$ cat src/rtl/imem_loader_pkg.sv
// Shared types and constants for the instruction-memory boot loader.
// Holds the session state encoding, memory depth and header framing size.
package imem_loader_pkg;

    typedef enum logic [2:0] {
        IDLE = 3'd0,
        HDR  = 3'd1,
        DATA = 3'd2,
        CSUM = 3'd3,
        DONE = 3'd4,
        ERR  = 3'd5
    } state_t;

    localparam int ADDR_W_DEFAULT = 12;
    localparam int DEPTH          = 2 ** ADDR_W_DEFAULT;
    localparam int HDR_BYTES      = 4;

    // 33 bits so a full 32-bit header count can be compared without overflow.
    function automatic logic [32:0] depth_words(input int addr_w);
        depth_words = 33'd1 << addr_w;
    endfunction

endpackage

$ cat src/rtl/imem_loader.sv
// Boot-time loader: unpacks a framed byte stream into 32-bit words, writes them
// to the instruction memory and keeps the core held until a checksum-valid load.
module imem_loader
    import imem_loader_pkg::*;
#(
    parameter int ADDR_W        = ADDR_W_DEFAULT,
    parameter bit HOLD_AT_RESET = 1'b1
) (
    input  logic              clk,
    input  logic              rst_n,
    input  logic              start,
    input  logic              s_valid,
    input  logic [7:0]        s_data,
    output logic              s_ready,
    output logic              imem_we,
    output logic [ADDR_W-1:0] imem_waddr,
    output logic [31:0]       imem_wdata,
    output logic              core_hold,
    output logic              busy,
    output logic              done,
    output logic              err,
    output logic [ADDR_W:0]   words_loaded
);

    localparam logic [32:0] DEPTH_W = depth_words(ADDR_W);
    localparam logic [1:0]  LAST_IDX = 2'(HDR_BYTES - 1);

    state_t            state, state_next;
    logic [1:0]        byte_idx;
    logic [23:0]       hdr_shift;
    logic [23:0]       word_buf;
    logic [7:0]        csum;
    logic [ADDR_W:0]   word_count;
    logic [31:0]       hdr_next;
    logic              in_session;
    logic              can_start;
    logic              accept;
    logic              last_word;

    assign in_session = (state == HDR) || (state == DATA) || (state == CSUM);
    assign can_start  = (state == IDLE) || (state == DONE) || (state == ERR);
    assign accept     = s_valid && in_session;
    assign hdr_next   = {s_data, hdr_shift};
    assign last_word  = (words_loaded + 1'b1) == word_count;

    assign s_ready   = in_session;
    assign busy      = in_session;
    assign done      = (state == DONE);
    assign err       = (state == ERR);
    // Only IDLE after reset may leave the core running; DONE is the sole release.
    assign core_hold = (state == DONE) ? 1'b0 :
                       (state == IDLE) ? HOLD_AT_RESET : 1'b1;

    always_ff @(posedge clk or negedge rst_n) begin
        if (!rst_n) begin
            state <= IDLE;
        end else begin
            state <= state_next;
        end
    end

    always_comb begin
        state_next = state;
        case (state)
            IDLE, DONE, ERR: begin
                if (start) begin
                    state_next = HDR;
                end
            end
            HDR: begin
                if (accept && byte_idx == LAST_IDX) begin
                    if ({1'b0, hdr_next} > DEPTH_W) begin
                        state_next = ERR;
                    end else if (hdr_next == 32'd0) begin
                        state_next = CSUM;
                    end else begin
                        state_next = DATA;
                    end
                end
            end
            DATA: begin
                if (accept && byte_idx == LAST_IDX && last_word) begin
                    state_next = CSUM;
                end
            end
            CSUM: begin
                if (accept) begin
                    state_next = (s_data == csum) ? DONE : ERR;
                end
            end
            default: state_next = IDLE;
        endcase
    end

    // Byte packing, checksum and write-port registers.
    always_ff @(posedge clk or negedge rst_n) begin
        if (!rst_n) begin
            byte_idx     <= 2'd0;
            hdr_shift    <= 24'd0;
            word_buf     <= 24'd0;
            csum         <= 8'd0;
            word_count   <= '0;
            words_loaded <= '0;
            imem_we      <= 1'b0;
            imem_waddr   <= '0;
            imem_wdata   <= 32'd0;
        end else begin
            imem_we <= 1'b0;
            if (start && can_start) begin
                byte_idx     <= 2'd0;
                csum         <= 8'd0;
                words_loaded <= '0;
            end else if (accept) begin
                case (state)
                    HDR: begin
                        hdr_shift <= {s_data, hdr_shift[23:8]};
                        byte_idx  <= byte_idx + 2'd1;
                        if (byte_idx == LAST_IDX) begin
                            word_count <= hdr_next[ADDR_W:0];
                        end
                    end
                    DATA: begin
                        csum     <= csum ^ s_data;
                        byte_idx <= byte_idx + 2'd1;
                        case (byte_idx)
                            2'd0: word_buf[7:0]   <= s_data;
                            2'd1: word_buf[15:8]  <= s_data;
                            2'd2: word_buf[23:16] <= s_data;
                            default: begin
                                imem_we      <= 1'b1;
                                imem_wdata   <= {s_data, word_buf};
                                imem_waddr   <= words_loaded[ADDR_W-1:0];
                                words_loaded <= words_loaded + 1'b1;
                            end
                        endcase
                    end
                    default: ;
                endcase
            end
        end
    end

endmodule

$ cat config.mk
export PLATFORM = sky130hd
export DESIGN_NAME = imem_loader
export DESIGN_NICKNAME = d
export VERILOG_FILES = /design/src/rtl/imem_loader_pkg.sv /design/src/rtl/imem_loader.sv
export SDC_FILE = /design/constraint.sdc
export NUM_CORES = 1
export LEC_CHECK = 0
export ABC_AREA = 0
export ABC_CLOCK_PERIOD_IN_PS = 1800
export BUFFER_PORTS_ARGS = -buffer_cell sky130_fd_sc_hd__buf_4
export CORE_MARGIN = 2
export CORE_UTILIZATION = 45
export CTS_CLUSTER_DIAMETER = 200
export DETAILED_ROUTE_END_ITERATION = 10
export MAX_ROUTING_LAYER = met4
export PLACE_DENSITY = 0.67
export SKIP_CTS_REPAIR_TIMING = 1
export SLEW_MARGIN = 25
export SYNTH_ARGS = -nofsm -noshare
export SYNTH_HDL_FRONTEND = slang
export SYNTH_SLANG_ARGS = --single-unit
$ cat constraint.sdc
create_clock -name clk -period 1.8 [get_ports clk]
set_input_delay 0.54 -clock clk [delete_from_list [all_inputs] [get_ports clk]]
set_output_delay 0.54 -clock clk [all_outputs]
set_load 0.05 [all_outputs]
==> results of run 1 <==
==> cell usage after synthesis, types with 2 or more instances <==
cell type and instances:
nand2_1 156, dfrtp_1 132, mux2_2 61, o21ai_0 36, nor2_1 27, buf_2 16, clkbuf_1 15, xnor2_1 14
nand2b_1 12, xor2_1 11, nand3_1 10, nor4_1 10, a21oi_1 7, ha_1 6, inv_1 6, and3_1 5
nand4_1 5, and2_1 3, a31oi_1 2, and4_1 2, buf_4 2, nor2_4 2, nor2b_1 2, o21ai_1 2
o22ai_1 2, o31ai_1 2
==> routing by layer <==
metal	part of all wire, %	GRT usage, %	up-vias	wire, um
met5	0	-	-	0
met4	1.7	8.04	0	235
met3	4.2	5.12	22	598
met2	47	32.1	97	6620
met1	47	28.9	2284	6660
li1	-	-	2183	-
==> logic make-up (layout without fill, tap and decap cells) <==
kind of cell | count (synthesis) | in the layout | share of synthesized area, %
buffers and inverters | 40 | 177 | 3.00
xor gates and xnor gates | 25 | 25 | 3.70
DFF | 132 | 132 | 55.7
AOI/OAI and AO/OA | 63 | 63 | 6.19
adders and majority gates | 6 | 6 | 1.27
and+or+nand+nor | 242 | 242 | 18.3
muxes | 62 | 62 | 11.8
==> sequential cells by signal (all words and copies together), names as in the netlist <==
signal / flops
state: 3
imem_waddr: 12
word_count: 13
word_buf: 24
imem_wdata: 32
csum: 8
imem_we: 1
hdr_shift: 24
byte_idx: 2
words_loaded: 13
==> worst min-delay path by stage <==
stage	depth (start not counted)	slack, ps	startpoint	to
3_3_place_gp	1	450	rst_n	imem_we$_DFF_PN0_
4_1_cts	1	10	rst_n	imem_we$_DFF_PN0_
3_5_place_dp	2	440	word_buf[2]$_DFFE_PN0P_	imem_wdata[2]$_DFFE_PN0P_
2_1_floorplan	0	240	rst_n	byte_idx[0]$_DFFE_PN0P_
5_1_grt	1	20	rst_n	imem_we$_DFF_PN0_
6_report	1	10	rst_n	imem_we$_DFF_PN0_
==> critical path, cell delays in order, from the launching register on <==
cell	delay (ps)
dfrtp_2	470
nor2_4	230
nand2_4	100
clkinvlp_4	80
buf_8	130
==> cell type report <==
class	instances	area, um2	share of cell area (%)
Multi-Input combinational cell	398	2550	32.3
Clock inverter	6	105	1.33
Tap cell	172	215	2.72
Clock buffer	22	464	5.88
Timing Repair Buffer	142	1210	15.4
Sequential cell	132	3320	42.0
Inverter	7	30.0	0.380
==> power breakdown <==
part           switching [mW]  internal [mW]  total [mW]  leakage [nW]
Sequential              0.412           3.42        3.83          1.75
Combinational           0.866          0.949        1.81          1.97
Clock                    1.17           2.21        3.38         0.282
==> results_dict.tcl, run 1 <==
set metrics [dict create \
    worst_ep_arrival_time_ps 1440 \
    reg2reg_depth 8 \
    area_delta_synth_final_pct 33.3 \
    grt_pass1_vias 4569 \
    dp_hpwl_um 9940 \
    synth-edff-count 0 \
    fmax_mhz 506 \
    final_common_cell "nand2_1" \
    worstHoldPathType "input port to asynchronous set/reset pin" \
    grt_use_total_pct 21.6 \
    synth_area_um2 5930 \
    tightestPinTransition_ps 391 \
    die_h_um 119 \
    drv_cap 0 \
    vias 4586 \
    post_layout_nonfiller_instances 879 \
    min_period_ps 1980 \
    ys_seq_area_share_pct 55.7 \
    rr_startpoint "state[1]$_DFFE_PN0P_" \
    relSlewSlack_pct 73.7 \
    rsz0062_at_grt "true" \
    setup_ws_ps -177 \
    ir_drop_mv 0.796 \
    place_area_um2 7140 \
    endpoint "done" \
    drtAntennaViolNets 0 \
    cp-end-kind "output port" \
    cts_made_buffers 17 \
    ys_warn_count 0 \
    drive_gt1_share_pct 37.8 \
    htree_levels 4 \
    drv_slew 0 \
    fp.coreArea_um2 12700 \
    fillers 1043 \
    place_ws_ps -283 \
    worstSkewPairLatency_ps 420 \
    cts_tree "done" \
    postLayoutCoreUtil_pct 62.1 \
    ys_ff_latch 132 \
    violations "negative setup slack" \
    final_cell_mix "nand2_1 (153), buf_4 (124), dfrtp_1 (122)" \
    routed_wl_um 14100 \
    async_reset_ff_share_pct 100 \
    fin_nets 716 \
    drt_first_pass_iters 4 \
    p_per_area_nw_per_um2 1140 \
    finalInstanceArea_um2 7900 \
    gp_congestion 0.904 \
    post-route-period-util_pct 110 \
    clock-sinks 132 \
    grt_max_degree 46 \
    run_status "finished with violations" \
    start_util_pct 46.6 \
    dp.cells 847 \
    yosysUniqueCellTypes 48 \
    fp.dieW_um 119 \
    drtIter0Drc 315 \
    worst-setup-path-type "flip-flop to output port" \
    setup_viol_count_final 5 \
    final.setup_skew_ps 7.34 \
    antenna_cells 0 \
    io_pins 75 \
    grt_pass1_wl_um 23200 \
    dieArea_um2 14100 \
    worstSetupStartpointType "flip-flop" \
    hold_viol 0 \
    root_buffer "clkbuf_16" \
    rows 41 \
    timing.rr.end "word_buf[7]$_DFFE_PN0P_" \
    synth_top_area_cell "dfrtp_1" \
    grt-ovfl-total 0 \
    startpoint "state[1]$_DFFE_PN0P_" \
    fin_setup_tns_ps -631 \
    synth_top_cell_area_share_pct 55.7 \
    r2r_slack_ps 30 \
    power_mw 9.03 \
    ctsLongestPathBuffers 2 \
    antenna_found_initial 0 \
    clk_transition_reported_paths_ps 50 \
    cp_max_fo 6 \
    route.detailed.drc 0 \
    synthFlopType "dfrtp_1" \
    port_buffers 74 \
    synth.avg_cell_area_um2 10.4 \
    vias_per_cell 5.22 \
    detail_route.wl_per_cell_um 16.1 \
    synth_fp_nets 588 \
    total_leakage_power_nw 4.00 \
    synthCells 570 \
    synth_area_leaders "dfrtp_1 (56%), mux2_2 (12%), nand2_1 (9.9%)" \
    holdWs_ps 13.8 \
    crit_required_ps 1260 \
]
(Power assumes the default switching activity.)
==> inputs of run 2 (changes only) <==
Settings changed: ABC_CLOCK_PERIOD_IN_PS 1800 to 2200, PLACE_DENSITY 0.67 to unset.
Clock period 1.8 ns to 2.2 ns, I/O delays scaled along.
==> run 2 against run 1 <==
Net effect:
- non-clock buffer count decreased by 42
- the run now ends clean
- largest power group unchanged
- final cell count decreased by 4.4%
- clock-buffer cell count increased by 6
- worst hold slack improved by 27 ps
- routed wire length decreased by 2.0%
- core utilization decreased by 3.8 points
- critical path type unchanged
- total power decreased by 19%
- sequential share of layout area increased by 2.6 points
- flip-flop and latch count unchanged
- clock skew about the same
- die area unchanged
- design area decreased by 6.1%
==> results_dict.tcl, run 2 (same netlist as run 1, synthesis figures left out) <==
set metrics [dict create \
    cts_made_buffers 17 \
    relSlewSlack_pct 64.6 \
    ctsLongestPathBuffers 2 \
    dp_hpwl_um 9700 \
    die_h_um 119 \
    fp.coreArea_um2 12700 \
    dieArea_um2 14100 \
    dp.cells 809 \
    place_ws_ps -92.6 \
    final_common_cell "nand2_1" \
    grt_max_degree 89 \
    worst_ep_arrival_time_ps 1510 \
    crit_required_ps 1540 \
    worstSkewPairLatency_ps 420 \
    fmax_mhz 461 \
    drive_gt1_share_pct 31.3 \
    ir_drop_mv 0.472 \
    final_cell_mix "nand2_1 (155), dfrtp_1 (128), buf_4 (97)" \
    run_status "complete, no violations" \
    critPathBufInv 2 \
    clock-sinks 132 \
    rr_startpoint "words_loaded[0]$_DFFE_PN0P_" \
    drtAntennaViolNets 0 \
    setup_ws_ps 30.3 \
    total_leakage_power_nw 3.75 \
    drt_first_pass_iters 4 \
    port_buffers 74 \
    p_per_area_nw_per_um2 990 \
    drv_cap 0 \
    final.setup_skew_ps 7.56 \
    holdWs_ps 41.0 \
    reg2reg_depth 7 \
    antenna_found_initial 0 \
    r2r_slack_ps 60 \
    detail_route.wl_per_cell_um 16.5 \
    routed_wl_um 13800 \
    reg_top3 "imem_wdata x32, hdr_shift x24, word_buf x24" \
    critPathTopFamily "flip-flops" \
    grt_pass1_wl_um 22900 \
    tightestPinTransition_ps 529 \
    route.detailed.drc 0 \
    rsz0062_at_grt "true" \
    grt-ovfl-total 0 \
    gp_congestion 0.898 \
    path_cells "nor2_4 -> nand2_1 -> inv_1 -> buf_4" \
    io_pins 75 \
    cts_tree "done" \
    min_period_ps 2170 \
    hold_viol 0 \
    rows 41 \
    clk_transition_reported_paths_ps 50 \
    worstSetupStartpointType "flip-flop" \
    drv_slew 0 \
    root_buffer "clkbuf_16" \
    area_delta_synth_final_pct 25.1 \
    vias 4315 \
    drtIter0Drc 305 \
    fin_setup_tns_ps 0 \
    post_layout_nonfiller_instances 840 \
    vias_per_cell 5.14 \
    fp.dieW_um 119 \
    largest-register "imem_wdata" \
    post-route-period-util_pct 98.6 \
    worstHoldPathType "input port to asynchronous set/reset pin" \
    crit_cells 4 \
    timing.rr.end "state[0]$_DFFE_PN0P_" \
    htree_levels 4 \
    fin_nets 674 \
    worst-setup-path-type "flip-flop to output port" \
    cp_max_fo 8 \
    start_util_pct 46.6 \
    cp-end-kind "output port" \
    grt_use_total_pct 21.7 \
    largest_reg_flops 32 \
    setup_viol_count_final 0 \
    crit_path_top_delay_cell "dfrtp_1" \
    critical-path-max-stage-delay_ps 470 \
    grt_pass1_vias 4284 \
    antenna_cells 0 \
]
-- run 2: changes by cell type in the layout (fill, tap and decap cells not counted), moves of 6 or more --
cell / delta
buf_12: -6
buf_4: -27
buf_6: -6
dfrtp_1: +6
dfrtp_2: -6
o21ai_0: +14
o21ai_1: -13
-- run 2: worst reg2reg max path: stages, from the launching register on --
cell and delay, ps:
dfrtp_2 440, ha_2 270, and4_4 280, nand4_2 180
xnor2_1 180, nor4_2 330, a41oi_2 200, o22ai_1 160
-- run 2: where the power goes --
part           internal, mW  switching (mW)
clock network          1.93           0.957
registers              2.80           0.361
logic                 0.651           0.644
total                  5.38            1.96
-- run 2: metal layers --
| metal | vias up | global-route usage [%] | routed length, um |
|---|---|---|---|
| li1 | 2094 | - | - |
| met1 | 2125 | 30.8 | 6880 |
| met2 | 82 | 30.5 | 6240 |
| met3 | 14 | 4.97 | 555 |
| met4 | 0 | 7.44 | 153 |
| met5 | - | - | 0 |
-- run 2: per-stage QoR --
| stage | power [mW] | area (um2) | util (%) |
|---|---|---|---|
| after CTS | 7.39 | 7380 | 58.0 |
| after global placement | 4.44 | 6770 | 53.2 |
| after global routing | 7.71 | 7410 | 58.3 |
| after floorplan | 4.01 | 5930 | - |
| final | 7.34 | 7410 | 58.3 |
| after detailed placement | 4.48 | 6770 | 53.2 |
-- run 2: area by class of cell --
type                       instances  area [um2]
sequential                       132        3310
multi-input combinational        398        2480
clock inverter                     3        90.1
inverter                           7        26.3
fill                            1153        5310
clock buffer                      28         517
tap                              172         215
timing repair buffer             100         779
-- run 2: worst max-delay path by stage --
| stage | start | endpoint | slack, ps |
|---|---|---|---|
| after floorplan | words_loaded[1]$_DFFE_PN0P_ | state[0]$_DFFE_PN0P_ | 8 |
| after global placement | words_loaded[1]$_DFFE_PN0P_ | state[0]$_DFFE_PN0P_ | -20 |
| after detailed placement | words_loaded[1]$_DFFE_PN0P_ | state[0]$_DFFE_PN0P_ | -90 |
| after CTS | words_loaded[1]$_DFFE_PN0P_ | state[0]$_DFFE_PN0P_ | -140 |
| after global routing | state[0]$_DFFE_PN0P_ | done | -30 |
| final | state[0]$_DFFE_PN0P_ | done | 30 |
==> inputs of run 3 (changes only) <==
Settings changed: CAP_MARGIN set to 20, RECOVER_POWER set to 50.
==> run 3 against run 2 <==
Net effect:
- first-iteration DRC count shrank 11%
- die area did not move
- combinational power about the same
- global-route usage unchanged
- core utilization down 1.1 points
- clock power hardly changed
- final cell count unchanged
- via count up 0.70%
- total power about the same
- sequential share of layout area grew 0.82 points
- maximum frequency is 0.65% lower
- critical path type unchanged
- critical endpoint unchanged
- largest power group unchanged
==> results_dict.tcl, run 3 (same netlist as run 1, synthesis figures left out) <==
set metrics [dict create \
    final.setup_skew_ps 5.90 \
    relSlewSlack_pct 21.2 \
    drive_gt1_share_pct 26.9 \
    drtAntennaViolNets 0 \
    cts_made_buffers 17 \
    route.detailed.drc 0 \
    largest-register "imem_wdata" \
    grt-ovfl-total 0 \
    p_per_area_nw_per_um2 1010 \
    crit_path_top_delay_cell "dfrtp_1" \
    min_period_ps 2180 \
    drv_slew 0 \
    worstSkewPairLatency_ps 420 \
    vias 4345 \
    crit_required_ps 1540 \
    place_ws_ps -92.6 \
    antenna_found_initial 0 \
    fillers 1195 \
    rows 41 \
    grt_pass1_vias 4284 \
    final_common_cell "nand2_1" \
    worst_ep_arrival_time_ps 1520 \
    grt_use_total_pct 21.7 \
    start_util_pct 46.6 \
    vias_per_cell 5.17 \
    hold_viol 0 \
    drv_cap 0 \
    critPathBufInv 2 \
    internal-power_mw 5.37 \
    run_status "complete, no violations" \
    grt_pass1_wl_um 22900 \
    htree_levels 4 \
    drtIter0Drc 270 \
    path_cells "nor2_4 -> nand2_1 -> inv_1 -> buf_4" \
    largest_reg_flops 32 \
    critPathTopFamily "flip-flops" \
    setup_viol_count_final 0 \
    worstSetupStartpointType "flip-flop" \
    worstHoldPathType "input port to asynchronous set/reset pin" \
    area_delta_synth_final_pct 22.8 \
    die_h_um 119 \
    cts_tree "done" \
    cp-end-kind "output port" \
    dieArea_um2 14100 \
    dp_hpwl_um 9700 \
    regArea_um2 3310 \
    fp.dieW_um 119 \
    fp.coreArea_um2 12700 \
    clock-sinks 132 \
    tightestPinTransition_ps 1180 \
    p_sw_share_pct 26.8 \
    grt_max_degree 89 \
    total_leakage_power_nw 3.62 \
    multiInputGateArea_um2 2480 \
    port_buffers 74 \
    p_switching_mw 1.97 \
    holdWs_ps 21.8 \
    p_comb_share_pct 17.5 \
    antenna_cells 0 \
    reg_top3 "imem_wdata x32, hdr_shift x24, word_buf x24" \
    p_clk_share_pct 39.4 \
    ir_drop_mv 0.473 \
    critical-path-max-stage-delay_ps 470 \
    final_cell_mix "nand2_1 (155), dfrtp_1 (129), buf_4 (68)" \
    cp_max_fo 8 \
    rsz0062_at_grt "true" \
    io_pins 75 \
    p_seq_share_pct 43.1 \
    ctsLongestPathBuffers 2 \
    gp_congestion 0.898 \
    routed_wl_um 13900 \
    worst-setup-path-type "flip-flop to output port" \
    fin_nets 674 \
    drt_first_pass_iters 4 \
    fmax_mhz 458 \
    setup_ws_ps 16.1 \
    detail_route.wl_per_cell_um 16.5 \
    root_buffer "clkbuf_16" \
    post-route-period-util_pct 99.3 \
    clk_transition_reported_paths_ps 50 \
]
==> run 3: cell types whose count changed in the layout (fill, tap and decap cells not counted) <==
cell / change
buf_12: -2
buf_4: -29
clkbuf_1: +28
clkbuf_2: +2
clkbuf_4: +1
dfrtp_1: +1
dfrtp_2: -1
==> run 3: path summary, 6_finish.rpt <==
check | start | endpoint | slack (ps) | cells after the start
max in group asynchronous | rst_n | word_count[11]$_DFFE_PN0P_ | 780 | 2
hold reg to reg | word_buf[16]$_DFFE_PN0P_ | imem_wdata[16]$_DFFE_PN0P_ | 470 | 2
hold / removal | rst_n | imem_wdata[15]$_DFFE_PN0P_ | 20 | 1
setup reg to reg | words_loaded[0]$_DFFE_PN0P_ | state[0]$_DFFE_PN0P_ | 60 | 7
setup / recovery | state[0]$_DFFE_PN0P_ | done | 20 | 4
min in group clk | word_buf[16]$_DFFE_PN0P_ | imem_wdata[16]$_DFFE_PN0P_ | 470 | 2
==> run 3: stage by stage <==
step	setup TNS [ps]	total power, mW	instances	area [um2]	util [%]
finish	0	7.34	840	7280	57.2
global route	-83.6	7.70	840	7280	57.2
CTS	-318	7.39	840	7380	58.0
detailed placement	-92.6	4.48	809	6770	53.2
global placement	-18.1	4.44	809	6770	53.2
floorplan	0	4.01	570	5930	-
==> run 3: final cells by class <==
type / instances / area share (%)
flip-flops and latches: 132 / 45.4
well taps: 172 / 2.96
repair buffers: 100 / 8.85
multi-input cells: 398 / 34.1
clock inverters: 3 / 1.24
inverters: 7 / 0.361
clock buffers: 28 / 7.10
==> run 3: power by group through the flow <==
| stage | sequential (mW) | clock (mW) | combinational, mW |
|---|---|---|---|
| 5_1_grt | 3.21 | 3.07 | 1.42 |
| 3_3_place_gp | 3.19 | 0 | 1.25 |
| 6_report | 3.16 | 2.89 | 1.29 |
| 2_1_floorplan | 3.04 | 0 | 0.968 |
| 3_5_place_dp | 3.20 | 0 | 1.27 |
| 4_1_cts | 3.16 | 2.95 | 1.28 |
==> run 3: layer usage <==
layer,GRT usage (%),share of wire [%],up-vias
li1,-,-,2096
met1,30.8,50,2132
met2,30.5,45,100
met3,4.97,3.7,17
met4,7.44,1.3,0
met5,-,0,-
